<file path="config.mk">
export PLATFORM = sky130hd
export DESIGN_NAME = retire_trace_buffer_flat
export DESIGN_NICKNAME = d
export VERILOG_FILES = /design/src/rtl/olivia_trace_pkg.sv /design/src/rtl/retire_trace_buffer_if.sv /design/src/rtl/trace_ram.sv /design/src/rtl/retire_trace_buffer.sv /design/src/flat_wrapper.sv
export SDC_FILE = /design/constraint.sdc
export NUM_CORES = 2
export LEC_CHECK = 0
export CORE_MARGIN = 5
export CORE_UTILIZATION = 30
export CTS_BUF_LIST = sky130_fd_sc_hd__clkbuf_4 sky130_fd_sc_hd__clkbuf_8 sky130_fd_sc_hd__clkbuf_16
export DETAILED_ROUTE_END_ITERATION = 10
export PLACE_DENSITY = 0.5
export SLEW_MARGIN = 20
export SYNTH_ARGS = -nofsm -noshare
export SYNTH_HDL_FRONTEND = slang
export SYNTH_HIERARCHICAL = 1
export SYNTH_SLANG_ARGS = --single-unit
</file>
<file path="constraint.sdc">
create_clock -name clk -period 18.9 [get_ports clk]
set_input_delay 2.835 -clock clk [delete_from_list [all_inputs] [get_ports clk]]
set_output_delay 2.835 -clock clk [all_outputs]
set_load 0.01 [all_outputs]
</file>
<file path="src/rtl/olivia_trace_pkg.sv">
// Shared definitions for the Olivia retire trace buffer.
// Holds the FSM state encoding, bus widths, the packed trace record
// and the LEGv8 opcode constants used to build trigger matches.
package olivia_trace_pkg;

    localparam int unsigned PC_W    = 64;
    localparam int unsigned DATA_W  = 64;
    localparam int unsigned TS_W    = 16;
    localparam int unsigned INSTR_W = 32;
    localparam int unsigned REG_W   = 5;
    localparam int unsigned OPC_W   = 11;

    typedef enum logic [1:0] {
        ST_IDLE  = 2'd0,
        ST_ARMED = 2'd1,
        ST_POST  = 2'd2,
        ST_DONE  = 2'd3
    } trace_state_e;

    typedef struct packed {
        logic [TS_W-1:0]    ts;
        logic [PC_W-1:0]    pc;
        logic [INSTR_W-1:0] instr;
        logic               wr_en;
        logic [REG_W-1:0]   rd;
        logic [DATA_W-1:0]  wdata;
    } trace_rec_t;

    localparam logic [OPC_W-1:0] OPC_ADD  = 11'b10001011000;
    localparam logic [OPC_W-1:0] OPC_SUB  = 11'b11001011000;
    localparam logic [OPC_W-1:0] OPC_AND  = 11'b10001010000;
    localparam logic [OPC_W-1:0] OPC_ORR  = 11'b10101010000;
    localparam logic [OPC_W-1:0] OPC_LDUR = 11'b11111000010;
    localparam logic [OPC_W-1:0] OPC_STUR = 11'b11111000000;
    localparam logic [OPC_W-1:0] OPC_CBZ  = 11'b10110100000;
    localparam logic [OPC_W-1:0] OPC_B    = 11'b00010100000;

endpackage

</file>
<file path="src/rtl/retire_trace_buffer_if.sv">
// Retire tap and readout bus of the trace buffer.
//   master : datapath/consumer side, drives ret_* and rd_ready
//   slave  : trace buffer side, drives rd_valid and the rd_* record
interface retire_trace_buffer_if;
    import olivia_trace_pkg::*;

    logic               ret_valid;
    logic [PC_W-1:0]    ret_pc;
    logic [INSTR_W-1:0] ret_instr;
    logic               ret_wr_en;
    logic [REG_W-1:0]   ret_rd;
    logic [DATA_W-1:0]  ret_wdata;

    logic               rd_ready;
    logic               rd_valid;
    logic [TS_W-1:0]    rd_ts;
    logic [PC_W-1:0]    rd_pc;
    logic [INSTR_W-1:0] rd_instr;
    logic               rd_wr_en;
    logic [REG_W-1:0]   rd_rd;
    logic [DATA_W-1:0]  rd_wdata;

    modport master (
        output ret_valid, ret_pc, ret_instr, ret_wr_en, ret_rd, ret_wdata,
        output rd_ready,
        input  rd_valid, rd_ts, rd_pc, rd_instr, rd_wr_en, rd_rd, rd_wdata
    );

    modport slave (
        input  ret_valid, ret_pc, ret_instr, ret_wr_en, ret_rd, ret_wdata,
        input  rd_ready,
        output rd_valid, rd_ts, rd_pc, rd_instr, rd_wr_en, rd_rd, rd_wdata
    );

endinterface

</file>
<file path="src/rtl/trace_ram.sv">
// DEPTH-entry trace record storage.
//   clk          : write clock
//   we/waddr/wdata : synchronous write port
//   raddr/rdata  : asynchronous read port
module trace_ram
    import olivia_trace_pkg::*;
#(
    parameter int unsigned DEPTH = 16,
    localparam int unsigned AW   = $clog2(DEPTH)
) (
    input  logic          clk,
    input  logic          we,
    input  logic [AW-1:0] waddr,
    input  trace_rec_t    wdata,
    input  logic [AW-1:0] raddr,
    output trace_rec_t    rdata
);

    trace_rec_t mem [DEPTH];

    // No reset: contents are only meaningful once written by a capture.
    always_ff @(posedge clk) begin
        if (we) begin
            mem[waddr] <= wdata;
        end
    end

    assign rdata = mem[raddr];

endmodule

</file>
<file path="src/rtl/retire_trace_buffer.sv">
// Retirement trace buffer: records one entry per retired instruction into
// a circular buffer, freezes a window around an opcode trigger and plays
// the window back oldest-first.
//   clk, rst              : clock, synchronous active-high reset
//   bus (slave)           : retire tap in, valid/ready record readout out
//   arm, stop             : capture start / forced freeze pulses
//   trig_mask, trig_match : opcode trigger on instr[31:21]
//   state, count          : FSM state and number of valid entries
//   wrapped, triggered    : overwrite seen / trigger fired in this capture
module retire_trace_buffer
    import olivia_trace_pkg::*;
#(
    parameter int unsigned DEPTH     = 16,
    parameter int unsigned POST_TRIG = 4
) (
    input  logic                     clk,
    input  logic                     rst,
    retire_trace_buffer_if.slave     bus,
    input  logic                     arm,
    input  logic                     stop,
    input  logic [OPC_W-1:0]         trig_mask,
    input  logic [OPC_W-1:0]         trig_match,
    output logic [1:0]               state,
    output logic [$clog2(DEPTH):0]   count,
    output logic                     wrapped,
    output logic                     triggered
);

    localparam int unsigned AW = $clog2(DEPTH);
    localparam int unsigned CW = AW + 1;

    trace_state_e    state_q;
    logic [AW-1:0]   wr_ptr_q;
    logic [CW-1:0]   count_q;
    logic [CW-1:0]   post_cnt_q;
    logic [TS_W-1:0] ts_q;
    logic            wrapped_q;
    logic            triggered_q;

    logic            capture_c;
    logic            trig_hit_c;
    logic            rd_fire_c;
    logic [AW-1:0]   rd_ptr_c;
    trace_rec_t      wr_rec;
    trace_rec_t      rd_rec;

    assign capture_c  = bus.ret_valid && ((state_q == ST_ARMED) || (state_q == ST_POST));
    assign trig_hit_c = (state_q == ST_ARMED) && bus.ret_valid
                        && ((bus.ret_instr[31:21] & trig_mask) == trig_match);

    // Oldest entry; a full buffer (count==DEPTH) truncates to wr_ptr itself.
    assign rd_ptr_c  = wr_ptr_q - count_q[AW-1:0];
    assign rd_fire_c = bus.rd_valid && bus.rd_ready;

    always_comb begin
        wr_rec       = '0;
        wr_rec.ts    = ts_q;
        wr_rec.pc    = bus.ret_pc;
        wr_rec.instr = bus.ret_instr;
        wr_rec.wr_en = bus.ret_wr_en;
        wr_rec.rd    = bus.ret_rd;
        wr_rec.wdata = bus.ret_wdata;
    end

    trace_ram #(.DEPTH(DEPTH)) u_ram (
        .clk   (clk),
        .we    (capture_c),
        .waddr (wr_ptr_q),
        .wdata (wr_rec),
        .raddr (rd_ptr_c),
        .rdata (rd_rec)
    );

    // Capture FSM, pointers, counters and free-running timestamp.
    always_ff @(posedge clk) begin
        if (rst) begin
            state_q     <= ST_IDLE;
            wr_ptr_q    <= '0;
            count_q     <= '0;
            post_cnt_q  <= '0;
            ts_q        <= '0;
            wrapped_q   <= 1'b0;
            triggered_q <= 1'b0;
        end else begin
            ts_q <= ts_q + TS_W'(1);

            if (capture_c) begin
                wr_ptr_q <= wr_ptr_q + AW'(1);
                if (count_q == CW'(DEPTH)) begin
                    wrapped_q <= 1'b1;
                end else begin
                    count_q <= count_q + CW'(1);
                end
            end

            case (state_q)
                ST_IDLE: begin
                    if (arm) begin
                        state_q     <= ST_ARMED;
                        count_q     <= '0;
                        wrapped_q   <= 1'b0;
                        triggered_q <= 1'b0;
                    end
                end
                ST_ARMED: begin
                    if (trig_hit_c) begin
                        triggered_q <= 1'b1;
                        // A concurrent stop overrides the post-trigger window.
                        if (stop || (POST_TRIG == 0)) begin
                            state_q <= ST_DONE;
                        end else begin
                            state_q    <= ST_POST;
                            post_cnt_q <= CW'(POST_TRIG);
                        end
                    end else if (stop) begin
                        state_q <= ST_DONE;
                    end
                end
                ST_POST: begin
                    if (capture_c) begin
                        post_cnt_q <= post_cnt_q - CW'(1);
                    end
                    if (stop || (capture_c && (post_cnt_q == CW'(1)))) begin
                        state_q <= ST_DONE;
                    end
                end
                ST_DONE: begin
                    if (arm) begin
                        state_q     <= ST_ARMED;
                        count_q     <= '0;
                        wrapped_q   <= 1'b0;
                        triggered_q <= 1'b0;
                    end else if (rd_fire_c) begin
                        count_q <= count_q - CW'(1);
                    end
                end
                default: state_q <= ST_IDLE;
            endcase
        end
    end

    // Readout presents the oldest record combinationally from the RAM.
    assign bus.rd_valid = (state_q == ST_DONE) && (count_q != '0);
    assign bus.rd_ts    = rd_rec.ts;
    assign bus.rd_pc    = rd_rec.pc;
    assign bus.rd_instr = rd_rec.instr;
    assign bus.rd_wr_en = rd_rec.wr_en;
    assign bus.rd_rd    = rd_rec.rd;
    assign bus.rd_wdata = rd_rec.wdata;

    assign state     = state_q;
    assign count     = count_q;
    assign wrapped   = wrapped_q;
    assign triggered = triggered_q;

endmodule

</file>
<file path="src/flat_wrapper.sv">
// flat-port wrapper written by rule: the top's interface ports become plain ports
module retire_trace_buffer_flat import olivia_trace_pkg::*;
#(
    parameter int unsigned DEPTH     = 16,
    parameter int unsigned POST_TRIG = 4
)
  (clk, rst, arm, stop, trig_mask, trig_match, state, count, wrapped, triggered, bus_ret_valid, bus_ret_pc, bus_ret_instr, bus_ret_wr_en, bus_ret_rd, bus_ret_wdata, bus_rd_ready, bus_rd_valid, bus_rd_ts, bus_rd_pc, bus_rd_instr, bus_rd_wr_en, bus_rd_rd, bus_rd_wdata);
  retire_trace_buffer_if bus_i ();
  input  logic clk;
  input  logic rst;
  input  logic arm;
  input  logic stop;
  input  logic [OPC_W-1:0] trig_mask;
  input  logic [OPC_W-1:0] trig_match;
  output logic [1:0] state;
  output logic [$clog2(DEPTH):0] count;
  output logic wrapped;
  output logic triggered;
  input wire logic [$bits(bus_i.ret_valid)-1:0] bus_ret_valid;
  input wire logic [$bits(bus_i.ret_pc)-1:0] bus_ret_pc;
  input wire logic [$bits(bus_i.ret_instr)-1:0] bus_ret_instr;
  input wire logic [$bits(bus_i.ret_wr_en)-1:0] bus_ret_wr_en;
  input wire logic [$bits(bus_i.ret_rd)-1:0] bus_ret_rd;
  input wire logic [$bits(bus_i.ret_wdata)-1:0] bus_ret_wdata;
  input wire logic [$bits(bus_i.rd_ready)-1:0] bus_rd_ready;
  output wire logic [$bits(bus_i.rd_valid)-1:0] bus_rd_valid;
  output wire logic [$bits(bus_i.rd_ts)-1:0] bus_rd_ts;
  output wire logic [$bits(bus_i.rd_pc)-1:0] bus_rd_pc;
  output wire logic [$bits(bus_i.rd_instr)-1:0] bus_rd_instr;
  output wire logic [$bits(bus_i.rd_wr_en)-1:0] bus_rd_wr_en;
  output wire logic [$bits(bus_i.rd_rd)-1:0] bus_rd_rd;
  output wire logic [$bits(bus_i.rd_wdata)-1:0] bus_rd_wdata;
  assign bus_i.ret_valid = bus_ret_valid;
  assign bus_i.ret_pc = bus_ret_pc;
  assign bus_i.ret_instr = bus_ret_instr;
  assign bus_i.ret_wr_en = bus_ret_wr_en;
  assign bus_i.ret_rd = bus_ret_rd;
  assign bus_i.ret_wdata = bus_ret_wdata;
  assign bus_i.rd_ready = bus_rd_ready;
  assign bus_rd_valid = bus_i.rd_valid;
  assign bus_rd_ts = bus_i.rd_ts;
  assign bus_rd_pc = bus_i.rd_pc;
  assign bus_rd_instr = bus_i.rd_instr;
  assign bus_rd_wr_en = bus_i.rd_wr_en;
  assign bus_rd_rd = bus_i.rd_rd;
  assign bus_rd_wdata = bus_i.rd_wdata;
  retire_trace_buffer #(.DEPTH(DEPTH), .POST_TRIG(POST_TRIG)) u_core (.clk(clk), .rst(rst), .bus(bus_i), .arm(arm), .stop(stop), .trig_mask(trig_mask), .trig_match(trig_match), .state(state), .count(count), .wrapped(wrapped), .triggered(triggered));
endmodule
</file>
==> qor.yml <==
place:
  post_dp_cell_area_um2: 122000
  gp_congestion: 0.721
  hpwlAfterDp_um: 162000
  dp_slack_ps: 9290
  port_buffers: 385
detailed_routing:
  via_per_inst: 4.99
  wire_per_inst_um: 29.1
  postRouteAntennaNets: 0
  routed_wl_um: 310000
  first_pass_iters: 5
  dr_total_vias: 53200
  dr.first_iter.drc_count: 4476
  drc_errors: 0
global_route:
  grt_util_met1_pct: 20.4
  met2_usage_pct: 27.7
  grtUsageTotal_pct: 15.8
  grt_util_met3_pct: 2.33
  top_usage_layer: "met2"
  grt_pass1_wl_um: 436000
  grt_remaining_overflow: 0
  antenna_found_initial: 60
  grt_start_max_net_pins: 125
  grt_pass1_vias: 56100
setup_path:
  worstSetupPathType: "flip-flop to output port"
  cp-end-kind: "output port"
  cp.arrival_ps: 7500
  critical_path_peak_fanout: 88
  required_ps: 16070
  cp-start-kind: "flip-flop"
clocking:
  cts_sinks: 2946
  hold_buffers: 0
  cts.clk_slew.worst_paths_ps: 60
  cts_buffer_depth: 4
  cts_tree: "built"
  post_cts_buffers: 0
  clk_latency_ps: 900
  clockRootBuffer: "clkbuf_16"
  h-tree-depth: 5
  cts_resized: 0
  cts-buffers-inserted: 325
floorplanning:
  fp-row-count: 224
  ioPinCount: 386
  start_util_pct: 30.0
  dieArea_um2: 385000
  chipHeight_um: 620
  die_x_um: 620
  core_area_um2: 372000
timing:
  max_slew.worst_pin.slew_ps: 1170
  period_minus_slack_ps: 10330
  fin_ws_ps: 8570
  fin_crit_sh_pct: 54.7
  hold_viol: 0
  finalSetupTns_ps: 0
  setup_viol: 0
  fin_worst_skew_ps: 30.6
  rsz0062_at_grt: "no"
  relSlewSlack_pct: 21.7
  drv_slew: 0
  max_clock_freq_mhz: 96.8
power:
  power_density_nw_per_um2: 159
  ir_drop_mv: 0.152
  p_leak_nw: 40.2
  finalPower_mw: 21.0
hold_path:
  hp-class: "flip-flop to flip-flop"
logic_synthesis:
  ys_seq_area_share_pct: 78.9
  syn_nets: 5053
  synthFlopType: "edfxtp_1"
  ys_warn_count: 6
  ys_seq_elements: 2946
  syn_inst: 4845
  ys_types: 72
  synthesis.area_um2: 112000
  synth_edf_count: 2912
  syn_area_per_cell_um2: 23.0
  async_flop_share_pct: 0
finish:
  drive_above_1_share_pct: 25.6
  finish.net_count: 5625
  nFillCells: 34200
  design_area_um2: 132000
  areaGrowthSynthToFinish_pct: 18.3
outcome:
  outcome: "finished clean"
job:
  maxCapViolations: 0
[cell usage in the layout, fill, tap and decap left out, types with 34 or more instances in the layout]
cell / netlist / routed
dfxtp_1: 34 / 34
clkinv_2: 0 / 50
mux4_2: 680 / 680
clkbuf_16: 0 / 327
nand2_1: 154 / 154
clkdlybuf4s50_1: 0 / 385
clkbuf_4: 0 / 79
clkinv_1: 0 / 67
edfxtp_1: 2912 / 2912
mux2_2: 90 / 90
buf_4: 25 / 108
a22oi_1: 310 / 310
[critical path, stage by stage, from the launching register on]
cell and delay [ps]:
dfxtp_1 600, inv_1 100, ha_1 230, fa_1 580
inv_8 440, buf_12 570, buf_4 880, buf_4 900
buf_4 760, mux4_2 410, a22oi_1 210, nand2_1 150
clkdlybuf4s50_1 510
[cell usage after synthesis, types with 3 or more instances]
cell type	number	share of area, %
edfxtp_1	2912	78
mux4_2	680	14
a22oi_1	310	2.1
nand2_1	154	0.52
buf_2	92	0.41
mux2_2	90	0.91
clkbuf_1	87	0.29
nor2_1	44	0.15
buf_6	39	0.39
nor2b_1	37	0.21
dfxtp_1	34	0.61
mux2i_1	32	0.29
o21ai_0	30	0.13
o221ai_1	29	0.23
buf_4	25	0.17
nand2b_1	24	0.13
a221oi_1	20	0.16
buf_1	19	0.064
inv_1	19	0.064
a21oi_1	18	0.081
nor3_1	15	0.067
ha_1	13	0.15
xor2_1	12	0.094
and3_1	11	0.062
nand4_1	8	0.045
o22a_1	8	0.063
xnor2_1	8	0.063
and2_1	7	0.039
nand3_1	7	0.031
a211oi_1	3	0.020
nand3b_1	3	0.020
o31ai_1	3	0.020
[power breakdown]
group          switching (mW)  internal, mW
Combinational            4.01          3.34
Sequential             0.0453          7.37
Clock                    2.59          3.62
[final timing paths]
check	from	end	slack [ps]	cells past startpoint
max reg2reg	u_core/state[1]	u_core/u_ram/mem[1][72]	12970	9
min reg2reg	u_core/post_cnt_q[4]	u_core/post_cnt_q[4]	490	1
min	u_core/post_cnt_q[4]	u_core/post_cnt_q[4]	490	1
max	u_core/wr_ptr_q[0]	bus_rd_wdata[53]	8570	12
[registers in the layout, summed over array words and instances, names as in the netlist]
register	count
u_core/count	5
u_core/post_cnt_q	5
u_core/state	2
u_core/triggered	1
u_core/ts_q	16
u_core/u_ram/mem	2912
u_core/wr_ptr_q	4
u_core/wrapped	1
[through the flow]
stage | hold WS (ps) | std cells | utilization (%)
CTS | 489 | 10600 | 35.5
floorplan | 454 | 4845 | -
global route | 526 | 10700 | 35.6
global placement | 478 | 10100 | 32.7
finish | 492 | 10700 | 35.6
detailed placement | 478 | 10100 | 32.7
[layout make-up]
type                            instances  area [um2]  share of cell area [%]
Inverter                               19        86.3                  0.0653
Clock inverter                        179        1780                    1.34
Antenna cell                           13        32.5                  0.0246
Sequential cell                      2946       88100                    66.7
Tap cell                             4972        6220                    4.71
Clock buffer                          406        8780                    6.64
Multi-Input combinational cell       1616       22200                    16.8
Timing Repair Buffer                  509        4980                    3.77
[per-layer routing]
layer / share of wire, % / vias to the layer above
li1: - / 21900
met1: 41 / 29300
met2: 51 / 1456
met3: 4.8 / 443
met4: 2.8 / 22
met5: 0.043 / -
[cells by family (layout without fill, tap and decap cells)]
logic type | Yosys count | after routing | share of synthesized area, %
XOR/XNOR | 20 | 20 | 0.157
other | 0 | 13 | 0
flip-flops | 2946 | 2946 | 78.9
AO/OA/AOI/OAI | 449 | 449 | 3.02
multiplexers | 802 | 802 | 14.9
buffers and inverters | 283 | 1113 | 1.40
adder cells (fa/ha/maj) | 14 | 14 | 0.164
AND/OR/NAND/NOR | 331 | 331 | 1.43
Power figures use the tool's default switching activity.
